[config.mk]
export PLATFORM = sky130hd
export DESIGN_NAME = wb_arbiter_2m
export DESIGN_NICKNAME = d
export VERILOG_FILES = /design/src/rtl/wb_arb_pkg.sv /design/src/rtl/wb_arb_timeout.sv /design/src/rtl/wb_arbiter_2m.sv
export SDC_FILE = /design/constraint.sdc
export NUM_CORES = 1
export LEC_CHECK = 0
export ABC_CLOCK_PERIOD_IN_PS = 4600
export CAP_MARGIN = 40
export CORE_AREA = 2 2 122 124
export DETAILED_ROUTE_END_ITERATION = 10
export DIE_AREA = 0 0 124 126
export PLACE_DENSITY_LB_ADDON = 0.05
export SLEW_MARGIN = 20
export SYNTH_ARGS = -nofsm -noshare
export SYNTH_HDL_FRONTEND = slang
export SYNTH_HIERARCHICAL = 1
export SYNTH_SLANG_ARGS = --single-unit
[constraint.sdc]
create_clock -name clk -period 4.6 [get_ports clk]
set_clock_uncertainty 0.1 [all_clocks]
set_input_delay 1.15 -clock clk [delete_from_list [all_inputs] [get_ports clk]]
set_output_delay 1.15 -clock clk [all_outputs]
set_load 0.005 [all_outputs]
[src/rtl/wb_arb_pkg.sv]
// wb_arb_pkg -- shared definitions for the two-master Wishbone arbiter.
//   arb_state_e   : arbiter FSM states. The grant states are encoded one-hot
//                   ({m1,m0}) so the state register doubles as the grant.
//   TIMEOUT_CNT_W : width of the optional stall-timeout counter.
package wb_arb_pkg;

  typedef enum logic [1:0] {
    ARB_IDLE = 2'd0,
    ARB_GNT0 = 2'd1,
    ARB_GNT1 = 2'd2
  } arb_state_e;

  localparam int TIMEOUT_CNT_W = 16;

endpackage

[src/rtl/wb_arb_timeout.sv]
// wb_arb_timeout -- stall watchdog for the granted bus cycle.
// Built only when WB_ARBITER_TIMEOUT_EN is defined.
// Counts cycles in which the slave strobe is high without ACK/ERR.
// The count restarts on any grant change, ACK or ERR. timeout_o is high
// for the single cycle in which the count equals TIMEOUT.
// Ports:
//   clk, rst_n : clock, asynchronous active-low reset
//   gnt_i      : current one-hot grant
//   stb_i      : slave strobe as driven by the arbiter
//   ack_i      : slave acknowledge
//   err_i      : slave error
//   timeout_o  : one-cycle timeout pulse
module wb_arb_timeout
  import wb_arb_pkg::*;
#(
  parameter int TIMEOUT = 255
) (
  input  logic       clk,
  input  logic       rst_n,
  input  logic [1:0] gnt_i,
  input  logic       stb_i,
  input  logic       ack_i,
  input  logic       err_i,
  output logic       timeout_o
);

  localparam logic [TIMEOUT_CNT_W-1:0] LIMIT = TIMEOUT_CNT_W'(TIMEOUT);

  logic [TIMEOUT_CNT_W-1:0] cnt;
  logic [1:0]               gnt_q;

  assign timeout_o = (cnt == LIMIT);

  always_ff @(posedge clk or negedge rst_n) begin
    if (!rst_n) begin
      cnt   <= '0;
      gnt_q <= '0;
    end else begin
      gnt_q <= gnt_i;
      if (ack_i || err_i || timeout_o) begin
        cnt <= '0;
      end else if (gnt_i != gnt_q) begin
        // The first cycle of a new grant already counts, so that the pulse
        // lands exactly TIMEOUT cycles after the strobe first appears.
        cnt <= TIMEOUT_CNT_W'(stb_i);
      end else if (stb_i) begin
        cnt <= cnt + 1'b1;
      end
    end
  end

endmodule

[src/rtl/wb_arbiter_2m.sv]
// wb_arbiter_2m -- two-master / one-slave classic Wishbone arbiter.
// Grants whole CYC-framed bus cycles round-robin. The grant is registered;
// slave-side signals are muxed combinationally from the granted master.
// Optional macro WB_ARBITER_TIMEOUT_EN adds a stall watchdog that pulses
// the granted master's err after TIMEOUT strobe cycles without ACK/ERR.
// Ports:
//   clk, rst_n            : clock, asynchronous active-low reset
//   m0_* / m1_*           : master-side Wishbone (cyc/stb/we/adr/dat/sel in,
//                           dat/ack/err out)
//   s_*                   : slave-side Wishbone
//   gnt_o                 : one-hot grant {m1,m0}, 2'b00 when idle
module wb_arbiter_2m
  import wb_arb_pkg::*;
#(
  parameter int DATA_WIDTH = 32,
  parameter int ADDR_WIDTH = 30,
  parameter int SEL_WIDTH  = DATA_WIDTH / 8
`ifdef WB_ARBITER_TIMEOUT_EN
  ,
  parameter int TIMEOUT    = 255
`endif
) (
  input  logic                  clk,
  input  logic                  rst_n,
  input  logic                  m0_cyc_i,
  input  logic                  m0_stb_i,
  input  logic                  m0_we_i,
  input  logic [ADDR_WIDTH-1:0] m0_adr_i,
  input  logic [DATA_WIDTH-1:0] m0_dat_i,
  input  logic [SEL_WIDTH-1:0]  m0_sel_i,
  output logic [DATA_WIDTH-1:0] m0_dat_o,
  output logic                  m0_ack_o,
  output logic                  m0_err_o,
  input  logic                  m1_cyc_i,
  input  logic                  m1_stb_i,
  input  logic                  m1_we_i,
  input  logic [ADDR_WIDTH-1:0] m1_adr_i,
  input  logic [DATA_WIDTH-1:0] m1_dat_i,
  input  logic [SEL_WIDTH-1:0]  m1_sel_i,
  output logic [DATA_WIDTH-1:0] m1_dat_o,
  output logic                  m1_ack_o,
  output logic                  m1_err_o,
  output logic                  s_cyc_o,
  output logic                  s_stb_o,
  output logic                  s_we_o,
  output logic [ADDR_WIDTH-1:0] s_adr_o,
  output logic [DATA_WIDTH-1:0] s_dat_o,
  output logic [SEL_WIDTH-1:0]  s_sel_o,
  input  logic [DATA_WIDTH-1:0] s_dat_i,
  input  logic                  s_ack_i,
  input  logic                  s_err_i,
  output logic [1:0]            gnt_o
);

  arb_state_e state;
  logic       ptr;  // round-robin priority: 0 favours m0, 1 favours m1

  // NOTE: sequential state uses non-blocking assignments only, so every
  // register samples pre-edge values regardless of statement order.
  always_ff @(posedge clk or negedge rst_n) begin
    if (!rst_n) begin
      state <= ARB_IDLE;
      ptr   <= 1'b0;
    end else begin
      case (state)
        ARB_IDLE: begin
          if (m0_cyc_i && m1_cyc_i) state <= ptr ? ARB_GNT1 : ARB_GNT0;
          else if (m0_cyc_i)        state <= ARB_GNT0;
          else if (m1_cyc_i)        state <= ARB_GNT1;
        end
        // A grant is held for the whole CYC frame; on release the pointer
        // moves to the other master so it wins the next contention.
        ARB_GNT0: begin
          if (!m0_cyc_i) begin
            ptr   <= 1'b1;
            state <= m1_cyc_i ? ARB_GNT1 : ARB_IDLE;
          end
        end
        ARB_GNT1: begin
          if (!m1_cyc_i) begin
            ptr   <= 1'b0;
            state <= m0_cyc_i ? ARB_GNT0 : ARB_IDLE;
          end
        end
        default: state <= ARB_IDLE;
      endcase
    end
  end

  // Grant states are one-hot encoded, so the grant is the state register.
  assign gnt_o = state;

  // NOTE: every output gets a default before the branches, so no path
  // through this block leaves a value unassigned (no latches).
  always_comb begin
    s_cyc_o = 1'b0;
    s_stb_o = 1'b0;
    s_we_o  = 1'b0;
    s_adr_o = '0;
    s_dat_o = '0;
    s_sel_o = '0;
    if (gnt_o[0]) begin
      s_cyc_o = m0_cyc_i;
      s_stb_o = m0_stb_i;
      s_we_o  = m0_we_i;
      s_adr_o = m0_adr_i;
      s_dat_o = m0_dat_i;
      s_sel_o = m0_sel_i;
    end else if (gnt_o[1]) begin
      s_cyc_o = m1_cyc_i;
      s_stb_o = m1_stb_i;
      s_we_o  = m1_we_i;
      s_adr_o = m1_adr_i;
      s_dat_o = m1_dat_i;
      s_sel_o = m1_sel_i;
    end
  end

  assign m0_dat_o = s_dat_i;
  assign m1_dat_o = s_dat_i;
  // A late ACK after the grant has moved goes to the new owner.
  assign m0_ack_o = gnt_o[0] & s_ack_i;
  assign m1_ack_o = gnt_o[1] & s_ack_i;

`ifdef WB_ARBITER_TIMEOUT_EN
  logic timeout;

  wb_arb_timeout #(
    .TIMEOUT (TIMEOUT)
  ) u_timeout (
    .clk       (clk),
    .rst_n     (rst_n),
    .gnt_i     (gnt_o),
    .stb_i     (s_stb_o),
    .ack_i     (s_ack_i),
    .err_i     (s_err_i),
    .timeout_o (timeout)
  );

  assign m0_err_o = gnt_o[0] & (s_err_i | timeout);
  assign m1_err_o = gnt_o[1] & (s_err_i | timeout);
`else
  assign m0_err_o = gnt_o[0] & s_err_i;
  assign m1_err_o = gnt_o[1] & s_err_i;
`endif

endmodule

==> results of run 1 <==
[cells by family (layout without fill, tap and decap cells)]
| kind of cell | count (synthesis) | in the layout | synth area share |
|---|---|---|---|
| simple gates | 11 | 11 | 0.0478 |
| buf+inv | 82 | 225 | 0.444 |
| flops | 3 | 3 | 0.0541 |
| compound gates | 74 | 74 | 0.454 |
[per-stage QoR]
stage	total power, mW	cell area [um2]	util
6_report	0.743	3310	0.231
5_1_grt	0.803	3310	0.231
4_1_cts	0.759	3310	0.231
3_5_place_dp	0.617	3230	0.226
3_3_place_gp	0.617	3200	0.224
2_1_floorplan	0.295	1390	-
[power by group]
part / switching (mW) / leakage (nW) / internal (mW)
clock: 0.0231 / 0.0382 / 0.114
combinational: 0.184 / 1.16 / 0.383
sequential: 0.00697 / 0.0342 / 0.0325
total: 0.214 / 1.23 / 0.529
[layout by cell type, fill, tap and decap left out, types with 2 or more instances in the layout]
master and count:
buf_4 2, clkbuf_16 3, nand2_1 2, a22o_1 68, dfrtp_1 2, clkdlybuf4s50_1 216, and2_1 5, nor2_1 2
o21ai_0 3
[registers in the layout, summed over array words and instances, names as in the netlist]
signal,flops
gnt_o,2
ptr,1
[layer usage]
metal  share of wire  track usage  wire length (um)
met1            0.33       0.0788              2440
met4           0.027       0.0330               197
met5               0            0                 0
met3            0.14       0.0281              1020
met2            0.50        0.164              3720
[how the worst max path moves through the flow]
stage	startpoint	end	depth (start not counted)
after floorplan	m0_adr_i[0]	s_adr_o[0]	1
after global placement	m1_cyc_i	s_cyc_o	4
after detailed placement	m1_cyc_i	s_cyc_o	4
after CTS	m1_cyc_i	s_cyc_o	4
after global routing	gnt_o[1]$_DFFE_PN0P_	s_adr_o[10]	4
final	m1_cyc_i	s_cyc_o	4
[cell usage after synthesis]
master | count | area share
a22o_1 | 68 | 0.43
buf_4 | 68 | 0.37
buf_2 | 6 | 0.022
and2_1 | 5 | 0.023
clkbuf_1 | 3 | 0.0081
dfrtp_1 | 3 | 0.054
o21ai_0 | 3 | 0.011
buf_8 | 2 | 0.022
nand2_1 | 2 | 0.0054
nor2_1 | 2 | 0.0054
a21oi_1 | 1 | 0.0036
buf_12 | 1 | 0.014
buf_6 | 1 | 0.0081
inv_1 | 1 | 0.0027
nor2b_1 | 1 | 0.0045
nor2b_4 | 1 | 0.0099
o22a_1 | 1 | 0.0063
o22ai_1 | 1 | 0.0045
[area by class of cell]
type / count / area (um2)
clock buffer: 4 / 78.8
fill: 1576 / 11000
inverter: 1 / 3.75
multi-input combinational: 85 / 697
sequential: 3 / 76.3
tap: 184 / 230
timing repair buffer: 220 / 2220
[critical path, cell delays in order]
cell and delay [ns]:
clkdlybuf4s50_1 0.51, nand2_1 0.06, o21ai_0 0.14, clkdlybuf4s50_1 0.52
==> key figures, run 1 <==
Clock tree
  • Setup bufs post-CTS: 0
  • Cts hold-fix bufs: 0
  • # clock sinks: 3
  • CTS H-Tree Depth: 1
  • TritonCTS buffer count: 3
  • Worst-skew pair later-pin latency: 0.22 ns
  • Reg clk slew, reported paths: 0.03 ns
  • CTS resizes: 0
  • Root buf cell: clkbuf_16
  • CTS tree: done
  • Longest Clk Path Bufs: 2

Timing
  • Slew Limit Fails: 0
  • Crit path time final: 3.63 ns
  • Unrepaired setup endpoints after global routing: false
  • Slew @ Worst Pin: between 0.5 and 0.6 ns
  • Worst hold margin: 0.495 ns
  • # setup viols final: 0
  • Worst slew margin: 0.613
  • Max Freq: 276 MHz
  • Final worst slack: slightly below 1 ns
  • Final hold vios: 0
  • Setup TNS: 0 ns
  • Fin crit share: 0.788

Routing
  • Pre-Repair DR Iteration Count: 3
  • DRC: 0
  • ANT nets after route: 0
  • DR vias/cell: 3.67
  • Drt wl/cell: 14.8 um
  • Initial DRC count: 33
  • Routed WL: 7370 um
  • Via count of the routed design: 1823

Pwr
  • Total power per unit cell area: 224 nW/um2
  • VDD IR-drop max: 0.0752 mV
  • LEAKAGE: 1.23 nW

Die
  • Die Y-Extent: about 130 um
  • Die ar.: about 16000 um2
  • IO Count: ~310
  • Die width: 124 um
  • Initial Util: 0.0970
  • Num rows: 44
  • CORE AREA: approximately 14000 um2

Layout
  • Fin nets: 488
  • Ant diodes: 0
  • Final Non-Filler Cells: 497
  • Area growth syn-to-layout: 138%
  • Share of layout cells above drive strength 1: 0.0288

Synth
  • Sequential-to-total area share from yosys stat: 0.0541
  • Syn_nets: 344
  • Library cells used by synthesis: 18
  • Synth Register Bits: 3
  • Synthesized cell area: 1390 um2
  • Mapped Cells: between 150 and 200
  • Syn Area/Cell: about 8 um2
  • Yosys warning total: 6

GRT
  • Antenna violations before repair: 0
  • First-pass GRT wire length: 10200 um
  • Vias in the first global route: 1921
  • GR Util All Layers: 0.0841
  • Largest net degree at the start of global routing: about 60
  • Total congestion overflow: 0

Setup path
  • R2R depth: 5
  • Worst R2R Start: gnt_o[0]$_DFFE_PN0P_
  • R2r endpoint: gnt_o[0]$_DFFE_PN0P_
  • Worst EP required: 3.35 ns
  • Critical Path End Type: output port
  • CP max FO: 4
  • Element type at the critical path start: primary input
  • R2r setup slk: 3.11 ns
  • Critical path class: primary input to output port
  • CP arrival: 2.38 ns

Placed design
  • GP Congestion: between 0.6 and 0.7
  • Placed insts: slightly below 500
  • IO buf count: 216
  • Setup WS pre-CTS: 0.950 ns
  • DPL Wire Length: 5950 um

Worst hold path
  • Hold depth: 2
  • Worst Hold Class: flip-flop to flip-flop
  • Hold_sp: ptr$_DFFE_PN0P_
  • Endpoint, Worst Hold: ptr$_DFFE_PN0P_

Outcome
  • Status: finished, final reports clean

Run
  • Max Cap Viol: 0
Note: power is estimated with default switching activity, not from simulation.
==> run 2: changes to the inputs <==
- ABC_CLOCK_PERIOD_IN_PS: 4600 -> 3000
- clock period: 4.6 -> 3 ns (I/O delays scaled with it)
==> run 2 against run 1 <==
- die area did not move
- non-clock buffer count rose by 1
- combinational power rose by 51%
- setup slack got worse by 0.82 ns
==> key figures, run 2 (synthesis results as in run 1) <==
GRT
  • Largest net degree at the start of global routing: 40 (was 61)
  • Antenna violations before repair: 0 (unchanged)
  • Total congestion overflow: 0 (unchanged)
  • First-pass GRT wire length: 9820 um (was 10200 um)
  • GR Util All Layers: 0.0800 (was 0.0841)
  • Vias in the first global route: 1918 (was 1921)

Clock tree
  • # clock sinks: 3 (unchanged)
  • Root buf cell: clkbuf_16 (unchanged)
  • CTS H-Tree Depth: 1 (unchanged)
  • CTS resizes: 0 (unchanged)
  • TritonCTS buffer count: 3 (unchanged)
  • Longest Clk Path Bufs: 2 (unchanged)
  • Setup bufs post-CTS: 0 (unchanged)
  • Worst-skew pair later-pin latency: 0.22 ns (about the same)
  • Reg clk slew, reported paths: 0.03 ns (about the same)
  • CTS tree: done (unchanged)
  • Cts hold-fix bufs: 0 (unchanged)

Setup path
  • R2r setup slk: 1.84 ns (was 3.11 ns)
  • Critical path class: primary input to output port (unchanged)
  • Critical Path End Type: output port (unchanged)
  • Crit-path leading delay family: buffers and inverters (unchanged)
  • Top cell by count, worst path: clkdlybuf4s50_1 (unchanged)
  • Buf/Inv on CP: 2 (unchanged)
  • Worst EP required: 2.15 ns (was 3.35 ns)
  • CP max FO: 4 (unchanged)
  • CP max-delay cell: clkdlybuf4s50_1 (unchanged)
  • CP cell instances: clkdlybuf4s50_1 > nand2_1 > o21ai_0 > clkdlybuf4s50_1 (unchanged)
  • Element type at the critical path start: primary input (unchanged)
  • CP arrival: 1.99 ns (was 2.38 ns)
  • CP peak stage delay: 0.52 ns (about the same)

Placed design
  • IO buf count: 216 (unchanged)
  • Setup WS pre-CTS: 0.154 ns (was 0.950 ns)
  • GP Congestion: 0.672 (about the same)
  • DPL Wire Length: 5800 um (was 5950 um)

Pwr
  • Pint: 0.805 mW (was 0.529 mW)
  • Switching Share: 0.287 (was 0.288)
  • VDD IR-drop max: 0.142 mV (was 0.0752 mV)
  • Comb power frac: 0.757 (was 0.762)
  • Clock power share: 0.188 (was 0.185)
  • Seq pwr share: 0.055 (was 0.053)
  • LEAKAGE: 1.23 nW (about the same)
  • Total power per unit cell area: 342 nW/um2 (was 224 nW/um2)
  • Psw: 0.324 mW (was 0.214 mW)

Routing
  • DR vias/cell: 3.66 (was 3.67)
  • Drt wl/cell: 14.2 um (was 14.8 um)
  • Routed WL: 7070 um (was 7370 um)
  • Via count of the routed design: 1821 (was 1823)
  • Initial DRC count: 41 (was 33)
  • DRC: 0 (unchanged)
  • ANT nets after route: 0 (unchanged)
  • Pre-Repair DR Iteration Count: 3 (unchanged)

Layout
  • Fin nets: 489 (was 488)
  • Commonest non-fill, non-tap cell in the layout: clkdlybuf4s50_1 (unchanged)
  • Ant diodes: 0 (unchanged)
  • Share of layout cells above drive strength 1: 0.0318 (was 0.0288)
  • Most frequent cells in the layout: clkdlybuf4s50_1 (216), a22o_1 (68), and2_1 (5) (unchanged)
  • Max reg flops: 2 (unchanged)
  • Area growth syn-to-layout: 137% (was 138%)
  • Fillers: 1597 (was 1576)

Worst hold path
  • Worst Hold Class: flip-flop to flip-flop (unchanged)

Die
  • Die ar.: 15600 um2 (unchanged)
  • CORE AREA: 14300 um2 (unchanged)
  • IO Count: 313 (unchanged)
  • Initial Util: 0.0970 (unchanged)
  • Die Y-Extent: 126 um (unchanged)
  • Die width: 124 um (unchanged)
  • Num rows: 44 (unchanged)

Timing
  • # setup viols final: 0 (unchanged)
  • Unrepaired setup endpoints after global routing: false (unchanged)
  • Final hold vios: 0 (unchanged)
  • Slew @ Worst Pin: 0.398 ns (was 0.580 ns)
  • Crit path time final: 2.84 ns
  • Max Freq: 352 MHz
  • Setup TNS: 0 ns (unchanged)
  • Slew Limit Fails: 0 (unchanged)
  • Fin crit share: 0.948
  • Worst slew margin: 0.735 (was 0.613)
  • Final worst slack: 0.155 ns (was 0.973 ns)

Outcome
  • Status: finished, final reports clean (unchanged)

Run
  • Max Cap Viol: 0 (unchanged)
run 2: metrics by stage:
stage / total power [mW] / instances / area (um2) / hold slack (ns) / util
finish: 1.13 / 498 / 3300 / 0.491 / 0.230
global route: 1.21 / 498 / 3300 / 0.532 / 0.230
CTS: 1.15 / 498 / 3300 / 0.506 / 0.230
detailed placement: 0.934 / 494 / 3220 / 0.501 / 0.225
global placement: 0.951 / 494 / 3220 / 0.494 / 0.225
floorplan: 0.453 / 170 / 1390 / 0.354 / -
run 2: layer usage:
metal / share of wire / vias to the layer above / track usage
met5: 0 / - / 0
met4: 0.031 / 0 / 0.0350
met3: 0.14 / 25 / 0.0254
met2: 0.49 / 148 / 0.156
met1: 0.33 / 789 / 0.0738
li1: - / 859 / -
run 2: layout make-up:
type	count	area, um2	share of cell area
timing repair buffer	221	2210	0.671
multi-input combinational	85	697	0.211
tap	184	230	0.0698
clock buffer	4	78.8	0.0239
sequential	3	76.3	0.0231
inverter	1	3.75	0.00114
run 2: final timing paths:
path | from | endpoint | depth (start not counted)
max | m1_cyc_i | s_cyc_o | 4
min | ptr$_DFFE_PN0P_ | ptr$_DFFE_PN0P_ | 2
max reg2reg | gnt_o[0]$_DFFE_PN0P_ | gnt_o[0]$_DFFE_PN0P_ | 4
min reg2reg | ptr$_DFFE_PN0P_ | ptr$_DFFE_PN0P_ | 2
max in group asynchronous | rst_n | gnt_o[0]$_DFFE_PN0P_ | 1
min in group asynchronous | rst_n | gnt_o[1]$_DFFE_PN0P_ | 1
run 2: worst reg2reg max path, cell delays in order, from the launching register on:
cell	delay, ns
dfrtp_2	0.39
buf_4	0.24
nor2b_1	0.07
o22a_1	0.17
nor2_1	0.11
run 2: power by group through the flow:
stage	Sequential (mW)	Combinational, mW	Clock [mW]
5_1_grt	0.0641	0.928	0.221
2_1_floorplan	0.0575	0.395	0
3_3_place_gp	0.0630	0.888	0
6_report	0.0624	0.855	0.212
3_5_place_dp	0.0631	0.871	0
4_1_cts	0.0626	0.876	0.215
